--- config.mk ---
export PLATFORM = sky130hd
export DESIGN_NAME = rv32i_memarbiter
export DESIGN_NICKNAME = d
export VERILOG_FILES = /design/src/rtl/rv32i_memarbiter.sv
export SDC_FILE = /design/constraint.sdc
export NUM_CORES = 1
export LEC_CHECK = 0
export ABC_AREA = 1
export BUFFER_PORTS_ARGS = -buffer_cell sky130_fd_sc_hd__buf_2
export CELL_PAD_IN_SITES_DETAIL_PLACEMENT = 2
export CELL_PAD_IN_SITES_GLOBAL_PLACEMENT = 2
export CORE_UTILIZATION = 18
export DETAILED_ROUTE_END_ITERATION = 6
export GPL_TIMING_DRIVEN = 0
export PLACE_DENSITY_LB_ADDON = 0.1
export SYNTH_ARGS = -nofsm -noshare
export SYNTH_HDL_FRONTEND = slang
export SYNTH_SLANG_ARGS = --single-unit
--- constraint.sdc ---
create_clock -name clk -period 1.4 [get_ports clk]
set_input_delay 0.14 -clock clk [delete_from_list [all_inputs] [get_ports clk]]
set_output_delay 0.14 -clock clk [all_outputs]
set_load 0.05 [all_outputs]
--- src/rtl/rv32i_memarbiter.sv ---
// rtl/rv32i_memarbiter.sv - two-requester arbiter for the RAM data port with lock, starvation guard and read return
module rv32i_memarbiter #(
    parameter int MAX_STARVE = 4,
    parameter int CNT_W      = 4
) (
    input  logic        clk,
    input  logic        reset,
    input  logic        a_req,
    input  logic        a_we,
    input  logic [3:0]  a_be,
    input  logic [29:0] a_addr,
    input  logic [31:0] a_wdata,
    output logic        a_gnt,
    output logic        a_rvalid,
    output logic [31:0] a_rdata,
    input  logic        b_req,
    input  logic        b_we,
    input  logic [3:0]  b_be,
    input  logic [29:0] b_addr,
    input  logic [31:0] b_wdata,
    input  logic        b_lock,
    output logic        b_gnt,
    output logic        b_rvalid,
    output logic [31:0] b_rdata,
    output logic        memif_we,
    output logic [3:0]  memif_be,
    output logic [29:0] memif_addr,
    output logic [31:0] memif_wdata,
    input  logic [31:0] memif_rdata,
    output logic        busy
);

    localparam logic [CNT_W-1:0] STARVE_LIMIT = CNT_W'(MAX_STARVE);

    typedef enum logic [1:0] {
        IDLE,
        A_OWN,
        B_OWN,
        B_LOCKED
    } state_t;

    state_t             state;
    logic [CNT_W-1:0]   starve_cnt;
    logic               tag0_v;
    logic               tag0_b;
    logic               tag1_v;
    logic               tag1_b;
    logic               b_win;
    logic               a_win;

    // A keeps priority unless B holds the lock or has waited too long.
    always_comb begin
        b_win = b_req && ((state == B_LOCKED) || (starve_cnt == STARVE_LIMIT) || !a_req);
        a_win = a_req && !b_win;
    end

    assign a_gnt = a_win;
    assign b_gnt = b_win;

    always_ff @(posedge clk or negedge reset) begin
        if (!reset) begin
            state       <= IDLE;
            starve_cnt  <= '0;
            tag0_v      <= 1'b0;
            tag0_b      <= 1'b0;
            tag1_v      <= 1'b0;
            tag1_b      <= 1'b0;
            memif_we    <= 1'b0;
            memif_be    <= '0;
            memif_addr  <= '0;
            memif_wdata <= '0;
        end else begin
            if (b_win) begin
                state       <= b_lock ? B_LOCKED : B_OWN;
                memif_we    <= b_we;
                memif_be    <= b_be;
                memif_addr  <= b_addr;
                memif_wdata <= b_wdata;
            end else if (a_win) begin
                state       <= A_OWN;
                memif_we    <= a_we;
                memif_be    <= a_be;
                memif_addr  <= a_addr;
                memif_wdata <= a_wdata;
            end else begin
                state       <= IDLE;
                memif_we    <= 1'b0;
            end

            if (b_req && !b_win) begin
                if (starve_cnt != STARVE_LIMIT)
                    starve_cnt <= starve_cnt + 1'b1;
            end else begin
                starve_cnt <= '0;
            end

            // Stage 0 covers the command cycle, stage 1 the cycle RAM data is valid.
            tag0_v <= (a_win && !a_we) || (b_win && !b_we);
            tag0_b <= b_win;
            tag1_v <= tag0_v;
            tag1_b <= tag0_b;
        end
    end

    assign a_rvalid = tag1_v && !tag1_b;
    assign b_rvalid = tag1_v && tag1_b;
    assign a_rdata  = a_rvalid ? memif_rdata : 32'h0;
    assign b_rdata  = b_rvalid ? memif_rdata : 32'h0;
    assign busy     = tag0_v || tag1_v;

endmodule
* Word-level counts from Yosys, hierarchy flattened
Cells that the tools add are included.
** Cells by class
- $add $sub $neg :: 1
- Equal/unequal tests :: 4
- Muxes and demuxes :: 15
- Reduce and logical (&&, ||, !) cells :: 17
** Operators by type and width (number)
- $mux W32 :: 4
- $mux W30 :: 2
- $mux W4 :: 4
- $logic_and A1 B1 Y1 :: 7
- $logic_not A1 Y1 :: 5
- $add A4 B1 Y4 const B :: 1
- $eq A4 B3 Y1 const B :: 1
- $logic_or A1 B1 Y1 :: 4
- $mux W1 :: 4
- $ne A4 B3 Y1 const B :: 1
- $eq A2 B2 Y1 const B :: 1
- $mux W2 :: 1
- $ne A2 B1 Y1 const B :: 1
- $reduce_bool A2 Y1 :: 1
** Storage, ports and cells
- Input port bits :: 171
- Register bits :: 77
- Output and inout port bits :: 136
- Logic and storage cells :: 47

* Logic depth before layout (Yosys ltp)
- Depth after elaboration :: 8
- Mapped depth :: 9
- Mapped depth without buffers :: 8

* Worst setup path after synthesis
No wires, ideal clock.
- Path kind :: register -> output
- Start :: register tag1_b
- End :: output port a_rdata[10]
- Cell stages (with the launch flop) :: 5
- Arrival :: 2167 ps
- Path slack :: -907 ps
- Data required time :: 1260 ps
- Cells stage by stage :: dfrtp_1 nor2_1 inv_1 clkbuf_1 nor2_1
** On the way
- Longest elaborated chain between the ends :: 3
** Ends and longest elaborated chain
- start, declared :: RTL line 47 : logic tag1_b;
- start signal, assigned :: RTL line 101 : tag1_b <= tag0_b;
- $logic_not A1 Y1 :: RTL line 105 : assign a_rvalid = tag1_v && !tag1_b;
- $logic_and A1 B1 Y1 :: RTL line 105
- named net a_rvalid :: RTL line 14 : output logic a_rvalid,
- $mux W32 :: RTL line 107 : assign a_rdata = a_rvalid ? memif_rdata : 32'h0;
- end, declared :: RTL line 15 : output logic [31:0] a_rdata,
The timed path passes the listed nets, and every way through them passes these cells.

* Worst setup path after layout
- Start :: register starve_cnt[1]
- End :: output port a_gnt
** On the way
- Longest elaborated chain between the ends :: 6
** Ends and longest elaborated chain
- start, declared :: RTL line 43 : logic [CNT_W-1:0] starve_cnt;
- start signal, assigned :: RTL line 92 : starve_cnt <= starve_cnt + 1'b1;
- $eq A4 B3 Y1 :: RTL line 53 : b_win = b_req && ((state == B_LOCKED) || (starve_cnt == STARVE_LIMIT) || !a_req);
- $logic_or A1 B1 Y1 (2 in a row) :: RTL line 53
- $logic_and A1 B1 Y1 :: RTL line 53
- $logic_not A1 Y1 :: RTL line 54 : a_win = a_req && !b_win;
- $logic_and A1 B1 Y1 :: RTL line 54
- end, declared :: RTL line 13 : output logic a_gnt,
No other way between the ends.

==> out/qor.csv <==
stage,metric,value,unit
clock_network,clk_latency,0.35,ns
logic_synthesis,synth_top_family_by_area,simple AND/OR/NAND/NOR gates,
flow_run,max_cap_violations,0,
drt,ant_nets,0,
placement,gp_congestion,0.735,
finish,final_core_util,0.394,
placement,hpwl,16100,microns
pwr,powerDensity,964,mW/mm^2
logic_synthesis,syn_nets,821,
sta,hold_viol,0,
sta,skew,0.00847,ns
setup_path,critPathMaxFanout,2,
die,rows,56,
sta,max_slew_margin,0.532,
global_routing,gr-total-overflow,0,
clock_network,cts_tree,built,
die,initial_core_util,0.184,
logic_synthesis,synthCells,648,
sta,timing.final.crit_share,1.26,
die,num_io_pins,307,
clock_network,cts_root_buf,clkbuf_16,
drt,drt-initial-drc-count,109,
status,status,"complete, but fails checks",
die,fp.coreArea,0.0235,sq mm
pwr,ir_drop,0.475,mV
setup_path,endpoint_kind,output port,
finish,drive_above_1_share,0.567,
finish,mostFrequentLayoutCells,"buf_2, nand2_1, inv_1",
pwr,power_leakage,0.00483,uW
drt,wl_per_cell,18.1,microns
setup_path,worst-setup-path-type,flop to output port,
clock_network,h-tree-depth,3,
sta,maxSlewViolCount,0,
clock_network,cts_num_sinks,76,
logic_synthesis,synth_compound_area_frac,0.00377,
logic_synthesis,yosys.area_share.xor_xnor,0.00407,
clock_network,cts_buffers,9,
drt,drc,0,
logic_synthesis,synth_fa_ha_area_frac,0.00581,
finish,final_area,0.00925,sq mm
drt,drt_wl_total,24300,microns
setup_path,required,1.26,ns
die,die_area,0.0246,sq mm
sta,fin_setup_tns,-32.47,ns
die,chipWidth,157,microns
drt,vias_per_cell,4.20,
setup_path,critPathLaunchType,flop,
min_path,worstHoldPathType,primary input to flop,
drt,vias,5633,
global_routing,grt_pass1_vias,6089,
logic_synthesis,ys_types,17,
sta,finalSetupViolCount,136,
setup_path,crit_arrival,1.63,ns
sta,finalWorstSetupSlack,-0.370,ns
placement,dpl_cell_area,0.00661,sq mm
logic_synthesis,synth.area.mux_share,0,
sta,rsz0062_at_grt,true,
logic_synthesis,synth_warnings,0,
sta,timing_worst_slew_pin_value,0.702,ns
finish,layout_commonest_cell,buf_2,
logic_synthesis,syn_avg_cell_area,6.65,sq um
finish,nNetsFinal,1184,
finish,syn_to_final_growth,115,%
placement,portBuffers,305,
logic_synthesis,synth_seq_area_share,0.441,
logic_synthesis,syn_area,0.00431,sq mm
global_routing,grt_use_total,0.194,
sta,period_minus_slack,1.77,ns
logic_synthesis,yosys.area_share.simple,0.405,
status,violations,negative setup slack,
die,die_h,157,microns
placement,place_ws,-0.390,ns
global_routing,grt_pass1_wl,35700,microns
global_routing,antenna_found_initial,7,
logic_synthesis,ys_seq_elements,76,
sta,fmax,565,MHz
drt,firstDrtPassIters,4,
global_routing,grt_max_degree,40,
clock_network,cts_buffer_depth,2,
clock_network,clkTransAtPathRegs,0.07,ns
-- registers in the layout (all words and copies together), names as in the netlist --
signal and count:
memif_we 1, tag1_v 1, memif_be 4, state 2, tag1_b 1, memif_wdata 32, tag0_v 1, starve_cnt 4
memif_addr 30
-- per-layer routing --
metal,vias up,global-route usage,part of all wire
met5,-,0,0.00054
met4,2,0.0574,0.018
met3,28,0.0629,0.074
met2,191,0.359,0.53
met1,2724,0.207,0.38
li1,2688,-,-
-- synthesized netlist by cell type --
cell type	instances	area, sq um
dfrtp_1	76	1900
ha_1	2	25.0
inv_1	108	405
xor2_1	1	8.76
a21oi_2	1	8.76
clkbuf_1	14	52.6
a21boi_0	1	7.51
nand2_2	2	12.5
nor2_1	135	507
buf_1	6	22.5
or2_2	2	12.5
buf_2	20	100
nor2_2	1	6.26
nand3_1	137	686
xnor2_1	1	8.76
buf_6	2	22.5
nand2_1	139	522
-- logic make-up (layout without fill, tap and decap cells) --
family | after synthesis | count (layout)
fa+ha+maj | 2 | 2
other cells | 0 | 5
simple gates | 416 | 417
buf+inv | 150 | 517
flops | 76 | 76
xor+xnor | 2 | 2
compound gates | 2 | 2
-- path summary, 6_finish.rpt --
kind,from,endpoint,slack (ns),cells past startpoint
max,starve_cnt[1]$_DFFE_PN0P_,a_gnt,-0.37,9
min,b_addr[15],memif_addr[15]$_DFFE_PN0P_,0.03,3
max reg2reg,starve_cnt[0]$_DFFE_PN0P_,memif_wdata[4]$_DFFE_PN0P_,-0.33,11
min reg2reg,tag0_v$_DFF_PN0_,tag1_v$_DFF_PN0_,0.38,0
max in group asynchronous,reset,memif_addr[1]$_DFFE_PN0P_,0.44,3
min in group asynchronous,reset,memif_wdata[10]$_DFFE_PN0P_,0.33,2
-- per-stage QoR --
| step | hold slack (ns) | instances | power, uW |
|---|---|---|---|
| 2_1_floorplan | -0.156 | 648 | 4500 |
| 4_1_cts | 0.0248 | 1319 | 8720 |
| 3_5_place_dp | 0.185 | 1273 | 5430 |
| 3_3_place_gp | 0.353 | 1272 | 5410 |
| 6_report | 0.0289 | 1340 | 8920 |
| 5_1_grt | 0.0274 | 1336 | 9320 |
-- worst max-delay path: stages, from the launching register on --
cell,delay [ns]
dfrtp_1,0.40
inv_2,0.08
ha_4,0.13
nand3_4,0.09
nand2_4,0.12
nand2_8,0.05
buf_12,0.13
nand2_4,0.06
clkinvlp_4,0.08
buf_8,0.15
-- layout make-up --
type	instances	area, sq um
Sequential cell	76	1900
Tap cell	319	399
Clock inverter	6	87.6
Multi-Input combinational cell	423	2930
Clock buffer	10	239
Antenna cell	5	12.5
Inverter	108	417
Timing Repair Buffer	354	2840
Buffer	39	423
Fill cell	2637	14200
-- report_power, final --
group	switching, uW	leakage (uW)	internal (uW)	total (uW)
clock network	1060	0.000151	1610	2670
registers	144	0.000916	2430	2580
logic	2390	0.00376	1290	3680
total	3590	0.00483	5330	8920
-- what timing repair did --
item	4_1_cts	5_1_grt
endpoints found under the setup margin	137	137
gates resized for setup	317	150
endpoints found under the hold margin	39	0
cloned	8	6
buffers inserted	20	19
pin swaps	14	56
hold buffers	2	0
No activity file was read; power rests on OpenSTA's default activity.
